--- config.mk ---
export PLATFORM = sky130hd
export DESIGN_NAME = seg_scan_ctrl
export DESIGN_NICKNAME = d
export VERILOG_FILES = /design/src/rtl/seg_scan_ctrl.sv
export SDC_FILE = /design/constraint.sdc
export NUM_CORES = 1
export LEC_CHECK = 0
export CORE_UTILIZATION = 45
export DETAILED_ROUTE_END_ITERATION = 6
export PLACE_DENSITY = 0.76
export SETUP_SLACK_MARGIN = 0.02
export SYNTH_ARGS = -nofsm -noshare
export SYNTH_HDL_FRONTEND = slang
export SYNTH_SLANG_ARGS = --single-unit
--- constraint.sdc ---
create_clock -name clk -period 6.06 [get_ports clk]
set_input_delay 0.606 -clock clk [delete_from_list [all_inputs] [get_ports clk]]
set_output_delay 0.606 -clock clk [all_outputs]
set_load 0.02 [all_outputs]
--- src/rtl/seg_scan_ctrl.sv ---
// ---------------------------------------------------------------------------
// seg_scan_ctrl
//   Seven-segment scan controller for the pingpong score display. Eight
//   common-anode digits are time-multiplexed to show "AA  --  BB". Each
//   transition of the divider's scan level advances the digit index by one.
//   Scores are latched once per frame and saturated to 99. The tens digit is
//   blanked when it is zero. After game over, the winner's pair of digits
//   blinks.
//
// Ports
//   clk          system clock
//   reset        asynchronous, active-high
//   scan_lvl_i   toggling scan level; either edge is one scan step
//   score_a_i    player A score, binary 0..127
//   score_b_i    player B score, binary 0..127
//   game_over_i  level; enables blinking of the winner's digits
//   winner_i     0 = A won, 1 = B won (valid while game_over_i = 1)
//   an_o         digit enables, active-low, an_o[7] = leftmost digit
//   seg_o        segments, active-low, {dp,g,f,e,d,c,b,a}; dp always off
// ---------------------------------------------------------------------------
module seg_scan_ctrl #(
   parameter int BLINK_SCANS = 250
) (
   input  logic       clk,
   input  logic       reset,
   input  logic       scan_lvl_i,
   input  logic [6:0] score_a_i,
   input  logic [6:0] score_b_i,
   input  logic       game_over_i,
   input  logic       winner_i,
   output logic [7:0] an_o,
   output logic [7:0] seg_o
);

   localparam int CW = (BLINK_SCANS > 1) ? $clog2(BLINK_SCANS) : 1;
   localparam logic [CW-1:0] BLINK_LAST = CW'(BLINK_SCANS - 1);

   localparam logic [7:0] SEG_BLANK = 8'hFF;
   localparam logic [7:0] SEG_DASH  = 8'hBF;

   // What each scan position shows.
   typedef enum logic [1:0] {
      D_NUM_ZB, // numeric, blank when zero (tens digit)
      D_NUM,    // numeric, always shown (units digit)
      D_DASH,
      D_BLANK
   } dig_kind_e;

   // ------------------------------------------------------------------
   // Helpers
   // ------------------------------------------------------------------
   function automatic logic [6:0] sat99(input logic [6:0] v);
      return (v > 7'd99) ? 7'd99 : v;
   endfunction

   function automatic logic [3:0] tens_of(input logic [6:0] v);
      return 4'(v / 7'd10);
   endfunction

   function automatic logic [3:0] units_of(input logic [6:0] v);
      return 4'(v % 7'd10);
   endfunction

   function automatic logic [7:0] glyph(input logic [3:0] d);
      logic [7:0] g;
      case (d)
         4'd0:    g = 8'hC0;
         4'd1:    g = 8'hF9;
         4'd2:    g = 8'hA4;
         4'd3:    g = 8'hB0;
         4'd4:    g = 8'h99;
         4'd5:    g = 8'h92;
         4'd6:    g = 8'h82;
         4'd7:    g = 8'hF8;
         4'd8:    g = 8'h80;
         4'd9:    g = 8'h90;
         default: g = SEG_BLANK;
      endcase
      return g;
   endfunction

   // ------------------------------------------------------------------
   // Scan-step detection: two sync flops plus a history flop; any change
   // between the last two synchronized samples is one step.
   // ------------------------------------------------------------------
   logic s1_q, s2_q, s3_q;
   logic step;

   always_ff @(posedge clk or posedge reset) begin
      if (reset) begin
         s1_q <= 1'b0;
         s2_q <= 1'b0;
         s3_q <= 1'b0;
      end else begin
         s1_q <= scan_lvl_i;
         s2_q <= s1_q;
         s3_q <= s2_q;
      end
   end

   assign step = s2_q ^ s3_q;

   // ------------------------------------------------------------------
   // Digit index and per-frame score latch
   // ------------------------------------------------------------------
   logic [2:0] idx_q, idx_d;
   logic [6:0] lat_a_q, lat_a_d;
   logic [6:0] lat_b_q, lat_b_d;
   logic       wrap;

   // The step that moves idx from 0 back to 7 starts a new frame.
   assign wrap = step && (idx_q == 3'd0);

   always_comb begin
      idx_d   = idx_q;
      lat_a_d = lat_a_q;
      lat_b_d = lat_b_q;
      if (step) begin
         idx_d = idx_q - 3'd1; // 3-bit wrap 0 -> 7
      end
      if (wrap) begin
         lat_a_d = sat99(score_a_i);
         lat_b_d = sat99(score_b_i);
      end
   end

   always_ff @(posedge clk or posedge reset) begin
      if (reset) begin
         idx_q   <= 3'd7;
         lat_a_q <= 7'd0;
         lat_b_q <= 7'd0;
      end else begin
         idx_q   <= idx_d;
         lat_a_q <= lat_a_d;
         lat_b_q <= lat_b_d;
      end
   end

   // ------------------------------------------------------------------
   // Blink timer. Held cleared while the game is running. A step landing
   // in the same cycle as the game_over rise is already counted.
   // ------------------------------------------------------------------
   logic [CW-1:0] blink_cnt_q, blink_cnt_d;
   logic          phase_q, phase_d;

   always_comb begin
      blink_cnt_d = blink_cnt_q;
      phase_d     = phase_q;
      if (!game_over_i) begin
         blink_cnt_d = '0;
         phase_d     = 1'b0;
      end else if (step) begin
         if (blink_cnt_q == BLINK_LAST) begin
            blink_cnt_d = '0;
            phase_d     = ~phase_q;
         end else begin
            blink_cnt_d = blink_cnt_q + CW'(1);
         end
      end
   end

   always_ff @(posedge clk or posedge reset) begin
      if (reset) begin
         blink_cnt_q <= '0;
         phase_q     <= 1'b0;
      end else begin
         blink_cnt_q <= blink_cnt_d;
         phase_q     <= phase_d;
      end
   end

   // ------------------------------------------------------------------
   // Digit content for the current index
   // ------------------------------------------------------------------
   dig_kind_e  kind;
   logic [3:0] digit;
   logic       win_digit;
   logic [7:0] seg_d, an_d;

   always_comb begin
      kind      = D_BLANK;
      digit     = 4'd0;
      win_digit = 1'b0;
      case (idx_q)
         3'd7: begin kind = D_NUM_ZB; digit = tens_of(lat_a_q);  win_digit = !winner_i; end
         3'd6: begin kind = D_NUM;    digit = units_of(lat_a_q); win_digit = !winner_i; end
         3'd4,
         3'd3: kind = D_DASH;
         3'd1: begin kind = D_NUM_ZB; digit = tens_of(lat_b_q);  win_digit = winner_i;  end
         3'd0: begin kind = D_NUM;    digit = units_of(lat_b_q); win_digit = winner_i;  end
         default: kind = D_BLANK;
      endcase
   end

   always_comb begin
      seg_d = SEG_BLANK;
      case (kind)
         D_NUM_ZB: seg_d = (digit == 4'd0) ? SEG_BLANK : glyph(digit);
         D_NUM:    seg_d = glyph(digit);
         D_DASH:   seg_d = SEG_DASH;
         default:  seg_d = SEG_BLANK;
      endcase
      // Hidden half of the blink only blanks the winner's segments; the
      // anode keeps scanning so the refresh cadence is unchanged.
      if (phase_q && win_digit) begin
         seg_d = SEG_BLANK;
      end
   end

   assign an_d = ~(8'd1 << idx_q);

   // ------------------------------------------------------------------
   // Output register
   // ------------------------------------------------------------------
   always_ff @(posedge clk or posedge reset) begin
      if (reset) begin
         an_o  <= 8'hFF;
         seg_o <= 8'hFF;
      end else begin
         an_o  <= an_d;
         seg_o <= seg_d;
      end
   end

endmodule

# Word-level counts from Yosys, hierarchy flattened
# Memories as Yosys holds them, arrays and structs flattened.
# Cells that the tools add are included.
[word_totals]
out_inout_bits = 16
mem_count = 2
mem_bits_ro = 224
latchBits = 0
ramBits = 0
ff_bits = 45
[memory_table]
columns = ["name", "words", "width", "rd", "rd_clocked_by_memory_dff", "write_ports", "line", "rtl"]
rows = [
  ["(no name shown)", 16, 7, 1, 0, 0, "66", "case (d)"],
  ["(no name shown)", 16, 7, 1, 0, 0, "66", ""],
]
[classes]
n_div = 4
add_sub_neg = 2
n_eq_ne = 10
reduce_logical = 12
bitwise_logic = 3
shift = 1
multipliers = 0
n_mux = 14
n_lt_le_gt_ge = 2
[ops]
columns = ["operator", "n"]
rows = [
  ["8-bit 2-to-1 mux", 5],
  ["8-bit one-hot mux with 3 select lines", 1],
  ["4-bit one-hot mux with 4 select lines", 1],
  ["7-bit by 4-bit divider with 7-bit output, second input constant", 2],
  ["7-bit greater-than comparator, second input constant", 2],
  ["7-bit by 4-bit modulo with 7-bit output, second input constant", 2],
  ["7-bit 2-to-1 mux", 2],
  ["2-bit OR reduction", 5],
  ["3-bit equality test, second input constant", 3],
  ["8-bit by 1-bit adder with 8-bit output, second input constant", 1],
  ["8-bit equality test, second input constant", 1],
  ["8-bit NOT", 1],
  ["1-bit by 3-bit left shift with 8-bit output, first input constant", 1],
  ["2-bit one-hot mux with 3 select lines", 1],
  ["4-bit logical NOT", 1],
  ["2-bit by 1-bit inequality test with 1-bit output, second input constant", 2],
  ["3-bit by 1-bit equality test with 1-bit output, second input constant", 1],
  ["3-bit by 2-bit equality test with 1-bit output, second input constant", 1],
  ["3-bit logical NOT", 1],
  ["1-bit 2-to-1 mux", 3],
  ["3-bit by 1-bit subtractor with 3-bit output, second input constant", 1],
  ["2-bit by 1-bit equality test with 1-bit output, second input constant", 1],
  ["2-bit equality test, second input constant", 1],
  ["1-bit logical AND", 2],
  ["6 further kinds", 6],
]

# Logic depth before layout (Yosys ltp)
[logic_depth]
word_depth = 6
mapped_depth = 25

# Worst setup path after synthesis
# OpenSTA, ideal clock, no wires.
[synth_timing]
path_kind = "register to register"
startpoint = "register idx_q[0]"
endpoint = "register seg_o[0]"
path_stages_with_launch = 26
path_buffers = 4
path_slack_ps = 1342
required_ps = 5956
period_less_slack_ps = 4718
setup_time_ps = 104
t_arrival_ps = 4614
path_cell_list = "dfstp_2 > inv_1 > ha_1 > buf_6 > nor2b_4 > buf_6 > inv_6 > buf_12 > mux2i_2 > nand2_1 > a311oi_1 > nor2_1 > ha_1 > clkbuf_1 > o311ai_0 > nand3_2 > a2111oi_0 > a31o_2 > or2_2 > inv_1 > ha_1 > nand3b_1 > a21oi_1 > a211oi_1 > and2_1 > a32oi_1"
[synth_via]
elab_chain_len = 6
word_cells_on_any_way = 24
classes_between = "7 x eq/ne; 6 x mux; 9 x reduce/logical; 2 x memory"
[synth_rtl]
columns = ["item", "line", "rtl"]
rows = [
  ["from (decl)", "106", "logic [2:0] idx_q, idx_d;"],
  ["from (signal assigned)", "133", "idx_q <= idx_d;"],
  ["3-bit by 1-bit equality test with 1-bit output, or another cell as far along", "184", "case (idx_q)"],
  ["4-bit one-hot mux with 4 select lines, or another cell as far along", "184", ""],
  ["memory read 16 x 7 bit, or another cell as far along", "-", ""],
  ["8-bit 2-to-1 mux, or another cell as far along", "198", "D_NUM_ZB: seg_d = (digit == 4'd0) ? SEG_BLANK : glyph(digit);"],
  ["8-bit one-hot mux with 3 select lines", "197", "case (kind)"],
  ["8-bit 2-to-1 mux (*)", "205", "if (phase_q && win_digit) begin"],
  ["via seg_d[0]", "178", "logic [7:0] seg_d, an_d;"],
  ["to (signal assigned)", "221", "seg_o <= seg_d;"],
  ["to (decl)", "32", "output logic [7:0] seg_o"],
]
# Mark *: on every way through the listed nets, which the timed path passes. The rest lies on a longest branch.
# A chain may end at the register's enable or synchronous reset.

# Worst setup path in the final report
# Ends and elaborated chain as after synthesis.

==> impl_results.md <==
* Largest net degree at the start of global routing at 45
* Die Y at ~85 um
* First-pass GRT wire length at roughly 12,000 um
* Deepest clock path buffer count at 2
* Worst-path clk slew at ~0.080 ns
* Post-synthesis cell area at between 0.003 and 0.004 mm2
* Hpwl dp at 5090 um
* Total Neg Setup Slack at 0 ns
* Pwr dens at between 600 and 700 mW/mm2
* # port buffers at 33
* DRC viols at 0
* CTS tree: yes
* Final Max Slew Viols at 0
* Asr flop ratio synth at 100%
* Endpoints failing hold at 0
* Synth top area share at 20.7%
* Row count at 30
* Post-synth EDFFs at 0
* CTS Root Cell: clkbuf_8
* Ant. Diodes at 0
* Synth area leader: dfrtp_1
* Prevailing post-synth register cell: dfrtp_1
* Leakage at 1.47 nW
* CP Launch Point: idx_q[0]
* GRT Overall Usage at 19.7%
* Top-count cell post-synth: nand2_1
* Worst vdd ir at 209 uV
* Crit path kind: reg2reg
* Post-synth top cells: nand2_1 (48), dfrtp_1 (26), nor2_1 (24), dfstp_2 (18), a21oi_1 (17)
* H-tree depth at 2
* YS warnings at 0
* DP Area at around 0.0035 mm2
* # setup viols final at 0
* Fmax at roughly 0.19 GHz
* Placed cells at approximately 440
* DR iter-0 viols at around 190
* Layout net count at 400
* Run status: finished, final reports clean
* GPL Wtd Cong at between 0.9 and 1
* Clk_skew at 0.00482 ns
* Area Overhead vs Synth at 12.9%
* Worst path arrival time at 5.48 ns
* Pwr Total at between 2 and 2.5 mW
* Total grt overflow at 0
* Post-CTS sizing at 0
* Least-Margin Pin Slew at 0.983 ns
* Critical Path Fanout Max at 22
* Crit share post-route at 87.4%
* Post-CTS Setup Bufs at 0
* Number of global-route vias before repair at ~2,600
* RSZ-0062 raised after global routing: no
* CTS hold repair buffers at 0
* RR Startpoint: idx_q[0]
* Post-synthesis sequential area ratio at roughly 36%
* Antenna violations before repair at 0
* CP Capture Type: flop
* Post-synth net total at 378
* Fin area at roughly 0.0035 mm2
* Final Non-Filler Cells at roughly 450
* Post-synthesis register bit count at 44
* Routed len/inst at between 10 and 15 um
* Drt first pass iters at 6
* Reg2reg end: seg_o[0]
* Final wirelength at ~6600 um
* Initial Utilization at a little under half
* Max-Slew Margin vs Limit at roughly a third
* Maxcap violations at 0
* HP Start: s1_q
* R2R depth at 21
* Vias per cell at ~5.8
* R2R setup slack at 0.76 ns
* Post-layout util at 52.4%
* Final ANT Viol Nets at 0
* Core Area at approximately 0.0068 mm2
* Syn Area/Cell at roughly 9.1 um2
* Vias post-DR at ~2,600
* Layout fillers at about 620
* Netlist cell types at 75
* Die area at 0.00731 mm2
* Share of layout cells above drive strength 1 at roughly 14%
* WP data required at ~6.3 ns
* Worst setup path endpoint: seg_o[0]
* Worst setup SP type: flop
* Die X at about 85 um
* Fin crit period at 5.30 ns
* Sink Count at 44
* HP Class: reg2reg
* Latest clock arrival within the worst-skew pair at around 0.29 ns
* Total I/O pin count at 35
* Top post-synthesis cells by area: dfrtp_1 (21%), dfstp_2 (15%), nand2_1 (5.7%), ha_1 (5.2%), nor2_1 (2.9%)
* Synth Instances at between 300 and 400
* CTS Buf Count at 5
-- worst max-delay path: stages, from the launching register on --
cell and delay [ns]:
dfstp_2 0.57, inv_1 0.09, ha_1 0.32, nor2b_4 0.21
inv_6 0.21, mux2i_2 0.34, nand2_1 0.09, a311oi_1 0.35
nor2_1 0.09, ha_1 0.29, o311ai_0 0.18, nand3_2 0.17
a2111oi_0 0.48, a31o_2 0.24, or2_2 0.15, inv_1 0.07
ha_1 0.22, nand3b_1 0.09, a21oi_1 0.06, a211oi_1 0.61
and2_1 0.25, a32oi_1 0.11
-- registers in the layout (all words and copies together), names as in the netlist --
name	flops
s3_q	1
idx_q	3
blink_cnt_q	8
s2_q	1
seg_o	7
s1_q	1
phase_q	1
an_o	8
lat_a_q	7
lat_b_q	7
-- logic make-up after synthesis --
| group | count (synthesis) | synth area share, % |
|---|---|---|
| and+or+nand+nor | 134 | 21.1 |
| AOI/OAI and AO/OA | 92 | 21.6 |
| DFF | 44 | 35.8 |
| buffers and inverters | 33 | 5.62 |
| muxes | 18 | 7.38 |
| adders and majority gates | 15 | 5.82 |
| xor gates and xnor gates | 9 | 2.51 |
| other | 1 | 0.120 |
-- per-layer routing --
metal / vias to the layer above / track usage, % / share of wire (%)
li1: 1293 / - / -
met1: 1218 / 26.2 / 46
met2: 93 / 31.6 / 47
met3: 12 / 4.33 / 5.8
met4: 0 / 7.42 / 1.6
met5: - / 0 / 0
-- how the worst min path moves through the flow --
stage / endpoint / depth (start not counted)
floorplan: s2_q / 0
finish: s2_q / 0
global route: s2_q / 0
detailed placement: s2_q / 0
global placement: s2_q / 0
CTS: s2_q / 0
-- report_power, final --
group          switching (mW)  internal, mW
logic                   0.820         0.575
clock network          0.0992        0.0807
registers               0.125         0.429
total                    1.04          1.08
-- cell type report --
type	instances	area [um2]	area share, %
clock buffer	6	72.6	2.05
inverter	14	58.8	1.66
sequential	44	1120	31.7
tap	80	100	2.83
multi-input combinational	269	1840	51.9
clock inverter	2	12.5	0.353
timing repair buffer	34	338	9.54
-- layout by cell type (no fill, tap or decap), types with 4 or more instances in the layout --
| master | n |
|---|---|
| a211oi_1 | 7 |
| a21oi_1 | 17 |
| a31oi_1 | 5 |
| clkbuf_8 | 5 |
| clkdlybuf4s50_1 | 33 |
| dfrtp_1 | 26 |
| dfstp_2 | 18 |
| ha_1 | 13 |
| inv_1 | 12 |
| mux2_2 | 4 |
| mux2i_1 | 7 |
| nand2_1 | 48 |
| nand2b_1 | 5 |
| nand3_1 | 13 |
| nor2_1 | 24 |
| nor2b_1 | 7 |
| nor3_1 | 13 |
| o21ai_0 | 16 |
| o31ai_1 | 4 |
| xnor2_1 | 6 |
-- through the flow --
step / setup WS, ns / hold WS, ns
final: 0.762 / 0.351
after floorplan: 1.34 / 0.331
after CTS: 0.807 / 0.355
after detailed placement: 0.888 / 0.337
after global routing: 0.265 / 0.378
after global placement: 1.14 / 0.333
No activity file was read; power rests on OpenSTA's default activity.
